`src/rtl/mcu_core_param.sv`:
```
// mcu_core_param: parametrised accumulator MCU core.
// Sequences fetch, decode and execute against an external memory with a
// ready handshake (unbounded wait states). Has zero and carry flags and a
// resumable HALT state.
// Ports:
//   i_clk, i_reset        clock (rising edge), asynchronous active-high reset
//   i_mem_rdata           memory read data, sampled on read with i_mem_ready=1
//   i_mem_ready           memory completes the current access this cycle
//   i_resume              single-cycle pulse that leaves HALT
//   o_mem_wdata           write data (always the accumulator)
//   o_mem_addr            memory address
//   o_mem_rd, o_mem_wr    read / write strobes
//   o_mem_dout_en         bus drive enable (same as o_mem_wr)
//   o_acc_out             accumulator
//   o_zero, o_carry       flags
//   o_halted              core is in HALT
// DATA_W must be at least ADDR_W+3 so the opcode and operand fields fit.
module mcu_core_param #(
   parameter int unsigned DATA_W = 8,
   parameter int unsigned ADDR_W = 5
) (
   input  logic              i_clk,
   input  logic              i_reset,
   input  logic [DATA_W-1:0] i_mem_rdata,
   input  logic              i_mem_ready,
   input  logic              i_resume,
   output logic [DATA_W-1:0] o_mem_wdata,
   output logic [ADDR_W-1:0] o_mem_addr,
   output logic              o_mem_rd,
   output logic              o_mem_wr,
   output logic              o_mem_dout_en,
   output logic [DATA_W-1:0] o_acc_out,
   output logic              o_zero,
   output logic              o_carry,
   output logic              o_halted
);

   typedef enum logic [2:0] {
      StRst, StFetch, StDecode, StRead, StWrite, StHalt
   } state_e;

   typedef enum logic [2:0] {
      OpHlt = 3'b000, OpSkz = 3'b001, OpAdd = 3'b010, OpAnd = 3'b011,
      OpXor = 3'b100, OpLda = 3'b101, OpSto = 3'b110, OpJmp = 3'b111
   } op_e;

   localparam logic [ADDR_W-1:0] PcOne = ADDR_W'(1);

   state_e            r_state, w_state_d;
   logic [ADDR_W-1:0] r_pc, w_pc_d;
   logic [DATA_W-1:0] r_ir, w_ir_d;
   logic [DATA_W-1:0] r_acc, w_acc_d;
   logic              r_zero, w_zero_d;
   logic              r_carry, w_carry_d;

   op_e               w_opcode;
   logic [ADDR_W-1:0] w_operand;
   logic [DATA_W:0]   w_sum;
   logic              w_unused_ir;

   assign w_opcode    = op_e'(r_ir[DATA_W-1 -: 3]);
   assign w_operand   = r_ir[ADDR_W-1:0];
   // Bits between opcode and operand are ignored by the ISA.
   assign w_unused_ir = ^r_ir;
   // Extra top bit captures the carry-out of the add.
   assign w_sum       = {1'b0, r_acc} + {1'b0, i_mem_rdata};

   always_ff @(posedge i_clk or posedge i_reset) begin
      if (i_reset) begin
         r_state <= StRst;
         r_pc    <= '0;
         r_ir    <= '0;
         r_acc   <= '0;
         r_zero  <= 1'b0;
         r_carry <= 1'b0;
      end else begin
         r_state <= w_state_d;
         r_pc    <= w_pc_d;
         r_ir    <= w_ir_d;
         r_acc   <= w_acc_d;
         r_zero  <= w_zero_d;
         r_carry <= w_carry_d;
      end
   end

   always_comb begin
      w_state_d = r_state;
      w_pc_d    = r_pc;
      w_ir_d    = r_ir;
      w_acc_d   = r_acc;
      w_zero_d  = r_zero;
      w_carry_d = r_carry;
      unique case (r_state)
         StRst: w_state_d = StFetch;
         StFetch: begin
            if (i_mem_ready) begin
               w_ir_d    = i_mem_rdata;
               w_pc_d    = r_pc + PcOne;
               w_state_d = StDecode;
            end
         end
         StDecode: begin
            unique case (w_opcode)
               OpHlt: w_state_d = StHalt;
               OpSkz: begin
                  if (r_zero) w_pc_d = r_pc + PcOne;
                  w_state_d = StFetch;
               end
               OpJmp: begin
                  w_pc_d    = w_operand;
                  w_state_d = StFetch;
               end
               OpSto:   w_state_d = StWrite;
               default: w_state_d = StRead;
            endcase
         end
         StRead: begin
            if (i_mem_ready) begin
               unique case (w_opcode)
                  OpAdd: begin
                     w_acc_d   = w_sum[DATA_W-1:0];
                     w_carry_d = w_sum[DATA_W];
                  end
                  OpAnd:   w_acc_d = r_acc & i_mem_rdata;
                  OpXor:   w_acc_d = r_acc ^ i_mem_rdata;
                  default: w_acc_d = i_mem_rdata;
               endcase
               w_zero_d  = (w_acc_d == '0);
               w_state_d = StFetch;
            end
         end
         StWrite: begin
            if (i_mem_ready) w_state_d = StFetch;
         end
         StHalt: begin
            if (i_resume) w_state_d = StFetch;
         end
         default: w_state_d = StRst;
      endcase
   end

   // Strobes come from state alone so they fall as soon as reset forces StRst.
   always_comb begin
      o_mem_rd      = (r_state == StFetch) || (r_state == StRead);
      o_mem_wr      = (r_state == StWrite);
      o_mem_dout_en = o_mem_wr;
      o_mem_addr    = ((r_state == StRead) || (r_state == StWrite)) ? w_operand : r_pc;
      o_mem_wdata   = r_acc;
      o_halted      = (r_state == StHalt);
   end

   assign o_acc_out = r_acc;
   assign o_zero    = r_zero;
   assign o_carry   = r_carry;

endmodule
```
`config.mk`:
```
export PLATFORM = sky130hd
export DESIGN_NAME = mcu_core_param
export DESIGN_NICKNAME = d
export VERILOG_FILES = /design/src/rtl/mcu_core_param.sv
export SDC_FILE = /design/constraint.sdc
export NUM_CORES = 1
export LEC_CHECK = 0
export ABC_AREA = 1
export ABC_CLOCK_PERIOD_IN_PS = 2940
export BUFFER_PORTS_ARGS = -buffer_cell sky130_fd_sc_hd__buf_2
export CAP_MARGIN = 5
export CORE_ASPECT_RATIO = 1.2
export CORE_MARGIN = 4
export CORE_UTILIZATION = 40
export DETAILED_ROUTE_END_ITERATION = 8
export GPL_TIMING_DRIVEN = 0
export MAX_ROUTING_LAYER = met4
export PLACE_DENSITY_LB_ADDON = 0.15
export SKIP_LAST_GASP = 1
export SLEW_MARGIN = 20
export SYNTH_ARGS = -nofsm -noshare
export SYNTH_HDL_FRONTEND = slang
export SYNTH_SLANG_ARGS = --single-unit
export TNS_END_PERCENT = 30
```
`constraint.sdc`:
```
create_clock -name i_clk -period 2.94 [get_ports i_clk]
set_clock_uncertainty 0.05 [all_clocks]
set_input_delay 0.441 -clock i_clk [delete_from_list [all_inputs] [get_ports i_clk]]
set_output_delay 0.441 -clock i_clk [all_outputs]
set_load 0.005 [all_outputs]
```
==> impl_metrics.env, run 1 <==
export IMPL_detail_route_iter0_violations=85
export IMPL_timing_setup_tns_ps=0
export IMPL_die_w_um=73.8
export IMPL_hold_viol=0
export IMPL_synthSimpleGateAreaFrac=0.335
export IMPL_drt_wl_total_mm=5.09
export IMPL_path_clk_slew_ps=100
export IMPL_ys_ff_latch=26
export IMPL_yosysTopAreaCellShare=0.313
export IMPL_setup_viol=0
export IMPL_cts_buffer_depth=2
export IMPL_netlist_area_um2=2080
export IMPL_fin_crit_ps=2180
export IMPL_busiest_layer="met2"
export IMPL_cp_max_fo=4
export IMPL_clk_insertion_delay_late_ps=280
export IMPL_tightest_slew_ps=567
export IMPL_fmax_mhz=459
export IMPL_gp_congestion=0.945
export IMPL_cts_setup_buffers=0
export IMPL_critPathLaunchType="register"
export IMPL_grt_max_degree=27
export IMPL_cts_made_buffers=3
export IMPL_max_cap_viol_count=0
export IMPL_ys_async_sr_fraction=1.00
export IMPL_min_period_over_period=0.742
export IMPL_ir_drop_uv=329
export IMPL_power_frac_comb=0.632
export IMPL_antenna_cells=0
export IMPL_drive_gt1_frac=0.244
export IMPL_use_met2=0.304
export IMPL_synthTopCellsByArea="dfrtp_1 31%, nand2_1 15%, inv_1 7.6%, nand3_1 6.7%, ha_1 5.4%"
export IMPL_drc=0
export IMPL_cts_resized=0
export IMPL_cts_hold_fix_buffers=0
export IMPL_synth_cells=306
export IMPL_hp_class="in2async"
export IMPL_yosys_area_share_xor_xnor=0.0126
export IMPL_dp_hpwl_mm=4.16
export IMPL_drtPass1Iterations=4
export IMPL_grt_pass1_wl_mm=8.87
export IMPL_slew_headroom=0.622
export IMPL_final_nets=371
export IMPL_synth_compound_area_frac=0.120
export IMPL_switching_share=0.481
export IMPL_syn_nets=328
export IMPL_grt_total_usage=0.180
export IMPL_max_stage_delay_ps=450
export IMPL_cts_root_buf="clkbuf_8"
export IMPL_yosysWarningCount=0
export IMPL_crit_top_cell="nand2_1"
export IMPL_synth_cell_types=34
export IMPL_grt_use_met1=0.233
export IMPL_wire_per_inst_um=12.5
export IMPL_synth_edff_count=0
export IMPL_clock_sinks=26
export IMPL_met3_usage=0.0139
export IMPL_p_int_w=0.00128
export IMPL_cp_slowest_cell="dfrtp_1"
export IMPL_seq_power_share=0.271
export IMPL_synth_mux_area_frac=0.00542
export IMPL_yosysTopAreaCell="dfrtp_1"
export IMPL_cp_data_arrival_time_ps=2350
export IMPL_clkPwrFrac=0.097
export IMPL_synth_adder_area_share=0.0638
export IMPL_slew_violations=0
export IMPL_leakage_nw=1.35
export IMPL_initial_utilization=0.418
export IMPL_power_switching_w=0.00119
export IMPL_via_count=1958
export IMPL_avgSynthCellArea_um2=6.80
export IMPL_worstPathBufferInverterCount=2
export IMPL_h_tree_depth=1
export IMPL_synth_top_family_by_area="simple AND/OR/NAND/NOR gates"
export IMPL_cp_required_ps=3110
export IMPL_antenna_found_initial=0
export IMPL_whs_ps=160
export IMPL_grt_pass1_vias=1928
export IMPL_cp_top_family="simple AND/OR/NAND/NOR gates"
export IMPL_antenna_left=0
export IMPL_grt_ovfl_total=0
export IMPL_cp_cell_sequence="ha_1 -> inv_1 -> fa_1 -> inv_1 -> nand2_1 -> nand2_1 -> nand3_1 -> nand2_1 -> nand2_1 -> nand3_1 -> nand3_1 -> nor2_1 -> nand3_1 -> nand2_1"
export IMPL_cts_tree="yes"
export IMPL_synth_flop_cell="dfrtp_1"
export IMPL_rsz0062_at_grt="false"
export IMPL_numPortBuffers=38
export IMPL_num_rows=28
export IMPL_die_h_um=87.0
export IMPL_synth_seq_area_share=0.313
export IMPL_end_kind="register"
export IMPL_critical_path_class="reg2reg"
export IMPL_viasPerCell=4.80
export IMPL_powerDensity_nw_per_um2=1030
export IMPL_io_pins=39
export IMPL_status="finished clean"
export IMPL_fp_coreArea_um2=4970
export IMPL_fp_dieArea_um2=6420
export IMPL_areaGrowthSynthToFinish_pct=15.4
-- cells in the mapped netlist (2+ instances only) --
cell and n:
inv_1 42, nor3_1 4, nand2_2 2, nand4_1 3, inv_2 8, a21oi_2 4
buf_6 3, nand3_1 28, ha_1 9, buf_4 11, xor2_1 2, nand2_1 84
nor2_2 6, nor2_1 23, a21oi_1 11, o21ai_1 6, dfrtp_1 26, o21ai_0 18
-- sequential cells by signal (all words and copies together) (netlist names) --
signal / count
o_carry: 1
o_zero: 1
r_state: 3
r_pc: 5
o_acc_out: 8
r_ir: 8
-- layout by cell type, fill, tap and decap left out, types with 9 or more instances in the layout --
cell type and n:
nor2_1 23, ha_1 9, nand3_1 28, dfrtp_1 26
inv_1 41, inv_2 9, buf_2 38, o21ai_0 18
nand2_1 84, a21oi_1 11, buf_4 11
-- final cells by class --
| cell class | instances | area (um^2) |
|---|---|---|
| plain buffers | 15 | 120 |
| clock buffers | 4 | 55.1 |
| fillers | 551 | 2570 |
| inverters | 51 | 194 |
| multi-input cells | 214 | 1110 |
| flip-flops and latches | 26 | 651 |
| well taps | 60 | 75.1 |
| repair buffers | 38 | 190 |
-- worst paths after layout --
path,start,endpoint,slack (ps),cells past startpoint
setup / recovery,o_acc_out[0]$_DFFE_PP0P_,o_zero$_DFFE_PP0P_,760,14
min in group i_clk,i_mem_rdata[0],r_ir[0]$_DFFE_PP0P_,410,2
hold reg to reg,r_ir[3]$_DFFE_PP0P_,r_ir[3]$_DFFE_PP0P_,450,2
hold / removal,i_reset,r_ir[6]$_DFFE_PP0P_,160,2
max in group asynchronous,i_reset,r_pc[3]$_DFFE_PP0P_,2300,2
setup reg to reg,o_acc_out[0]$_DFFE_PP0P_,o_zero$_DFFE_PP0P_,760,14
-- stage by stage --
stage               std cells  power [W]  setup WS [ps]   util  instance area (um^2)
floorplan                 306    0.00180           1090      -                  2080
global placement          404    0.00223            674  0.471                  2340
detailed placement        404    0.00225            661  0.471                  2340
CTS                       408    0.00249            758  0.482                  2400
global route              408    0.00276            546  0.482                  2400
finish                    408    0.00246            760  0.482                  2400
-- kinds of logic after synthesis --
logic type               after synthesis
XOR/XNOR                               3
flip-flops                            26
adder cells (fa/ha/maj)               10
multiplexers                           1
buffers and inverters                 66
AO/OA/AOI/OAI                         44
AND/OR/NAND/NOR                      156
-- power groups by stage --
stage	Sequential (W)	Combinational [W]	Clock, W
finish	0.000666	0.00156	0.000239
detailed placement	0.000675	0.00157	0
floorplan	0.000642	0.00116	0
global placement	0.000672	0.00156	0
global route	0.000696	0.00181	0.000256
CTS	0.000667	0.00158	0.000243
-- routing by layer --
layer / up-vias / part of all wire / wire length (um)
met4: 0 / 0.012 / 59
met5: - / 0 / 0
met1: 868 / 0.46 / 2360
met2: 35 / 0.49 / 2510
met3: 4 / 0.030 / 151
li1: 1051 / - / -
(Power assumes the default switching activity.)
==> run 2: changes to the inputs <==
--- a/config.mk
+++ b/config.mk
@@ -6,7 +6,7 @@
 export NUM_CORES = 1
 export LEC_CHECK = 0
 export ABC_AREA = 1
-export ABC_CLOCK_PERIOD_IN_PS = 2940
+export ABC_CLOCK_PERIOD_IN_PS = 1900
 export BUFFER_PORTS_ARGS = -buffer_cell sky130_fd_sc_hd__buf_2
 export CAP_MARGIN = 5
 export CORE_ASPECT_RATIO = 1.2
==> constraint.sdc (replaced) <==
create_clock -name i_clk -period 1.9 [get_ports i_clk]
set_clock_uncertainty 0.05 [all_clocks]
set_input_delay 0.285 -clock i_clk [delete_from_list [all_inputs] [get_ports i_clk]]
set_output_delay 0.285 -clock i_clk [all_outputs]
set_load 0.005 [all_outputs]
==> run 2 against run 1 <==
  * Utilization rose by 2.1 points
  * Global-route usage grew 0.29 points
  * Non-clock buffer count is 5 higher
  * Hold slack lost 160 ps
  * Via count is 2.7% higher
  * Maximum frequency grew 17%
  * Sequential power rose by 53%
  * First-iteration DRC count down 7.1%
  * Final area is 4.4% higher
  * Setup slack got worse by 730 ps
  * Critical path type unchanged
==> impl_metrics.env, run 2 (synthesized netlist as in run 1, its figures left out) <==
export IMPL_grt_pass1_vias=1954
export IMPL_clock_sinks=26
export IMPL_cts_root_buf="clkbuf_8"
export IMPL_crit_top_cell="nand2_2"
export IMPL_areaGrowthSynthToFinish_pct=20.5
export IMPL_io_pins=39
export IMPL_critPathLaunchType="register"
export IMPL_grt_max_degree=27
export IMPL_min_period_over_period=0.985
export IMPL_initial_utilization=0.418
export IMPL_setup_slack_ps=28.6
export IMPL_die_h_um=87.0
export IMPL_tightest_slew_ps=567
export IMPL_drt_wl_total_mm=5.19
export IMPL_numPortBuffers=38
export IMPL_fmax_mhz=534
export IMPL_cp_max_fo=3
export IMPL_max_cap_viol_count=0
export IMPL_max_stage_delay_ps=390
export IMPL_num_rows=28
export IMPL_hold_viol=0
export IMPL_drc=0
export IMPL_end_kind="register"
export IMPL_gp_congestion=0.945
export IMPL_placed_cells_incl_taps=404
export IMPL_rsz0062_at_grt="true"
export IMPL_final_nets=376
export IMPL_die_w_um=73.8
export IMPL_slew_headroom=0.622
export IMPL_cts_hold_fix_buffers=0
export IMPL_wire_per_inst_um=12.6
export IMPL_grt_pass1_wl_mm=9.01
export IMPL_viasPerCell=4.87
export IMPL_status="finished clean"
export IMPL_cp_data_arrival_time_ps=2040
export IMPL_fp_coreArea_um2=4970
export IMPL_cp_slowest_cell="dfrtp_1"
export IMPL_dp_hpwl_mm=4.16
export IMPL_ir_drop_uv=555
export IMPL_use_met2=0.311
export IMPL_crit_start="o_acc_out[0]$_DFFE_PP0P_"
export IMPL_critical_path_class="reg2reg"
export IMPL_drive_gt1_frac=0.309
export IMPL_fin_crit_ps=1870
export IMPL_h_tree_depth=1
export IMPL_antenna_found_initial=0
export IMPL_grt_ovfl_total=0
export IMPL_fin_cells=413
export IMPL_clk_insertion_delay_late_ps=280
export IMPL_path_clk_slew_ps=100
export IMPL_grt_use_met1=0.235
export IMPL_hp_class="in2async"
export IMPL_via_count=2010
export IMPL_setup_viol=0
export IMPL_timing_setup_tns_ps=0
export IMPL_leakage_nw=1.38
export IMPL_antenna_left=0
export IMPL_cts_made_buffers=3
export IMPL_final_common_cell="nand2_1"
export IMPL_cts_tree="yes"
export IMPL_r2r_start="o_acc_out[0]$_DFFE_PP0P_"
export IMPL_met3_usage=0.0139
export IMPL_antenna_cells=0
export IMPL_drtPass1Iterations=4
export IMPL_powerDensity_nw_per_um2=1590
export IMPL_cp_cell_sequence="ha_4 -> inv_2 -> fa_2 -> inv_2 -> nand2_2 -> nand2_2 -> nand3_2 -> nand2_2 -> nand2_2 -> nand3_2 -> nand3_2 -> nor2_2 -> nand3_1 -> nand2_1"
export IMPL_cp_required_ps=2070
export IMPL_grt_total_usage=0.183
export IMPL_final_cell_mix="79 x nand2_1, 38 x buf_2, 37 x inv_1"
export IMPL_detail_route_iter0_violations=79
export IMPL_cts_buffer_depth=2
export IMPL_pre_cts_slack_ps=-252
export IMPL_busiest_layer="met2"
export IMPL_fp_dieArea_um2=6420
export IMPL_slew_violations=0
export IMPL_fin_util=0.504
[run 2: critical path, delay by kind of cell (launching register included)]
kind | cells | cell delay, ps
simple gates | 10 | 730
buf+inv | 2 | 110
fa+ha+maj | 2 | 520
flops | 1 | 390
[run 2: power by group]
| part | total, W | switching (W) | leakage, nW | internal (W) |
|---|---|---|---|---|
| clock | 0.000371 | 0.000186 | 0.0288 | 0.000186 |
| sequential | 0.00102 | 0.000219 | 0.316 | 0.000805 |
| combinational | 0.00259 | 0.00151 | 1.03 | 0.00108 |
[run 2: final timing paths]
kind                                     endpoint  slack (ps)  cells past startpoint
setup reg to reg               o_zero$_DFFE_PP0P_          30                     14
hold reg to reg               r_ir[3]$_DFFE_PP0P_         440                      2
setup / recovery               o_zero$_DFFE_PP0P_          30                     14
hold / removal                r_ir[6]$_DFFE_PP0P_           3                      2
max in group asynchronous  r_state[1]$_DFFE_PP0P_        1400                      2
min in group i_clk            r_ir[6]$_DFFE_PP0P_         260                      3
[run 2: stage by stage]
step                total power (W)  instance area, um^2  hold slack, ps
floorplan                   0.00279                 2080             275
global placement            0.00345                 2340             419
detailed placement          0.00348                 2340             429
CTS                         0.00391                 2450             255
global route                0.00445                 2500            62.3
finish                      0.00398                 2500            3.20
[run 2: timing repair]
action | 4_1_cts | 5_1_grt
setup buffers | 2 | 3
pin swaps | 2 | 6
endpoints found under the hold margin | 0 | 0
resized for setup | 8 | 16
endpoints found under the setup margin | 8 | 8
[run 2: layout make-up]
cell class                      count  area (um^2)
Tap cell                           60         75.1
Buffer                             15          120
Clock buffer                        4         55.1
Inverter                           51          194
Timing Repair Buffer               43          228
Sequential cell                    26          653
Fill cell                         542         2470
Multi-Input combinational cell    214         1180
[run 2: per-layer routing]
layer | part of all wire | vias to the layer above
li1 | - | 1061
met2 | 0.50 | 40
met3 | 0.032 | 4
met5 | 0 | -
met4 | 0.011 | 0
met1 | 0.46 | 905
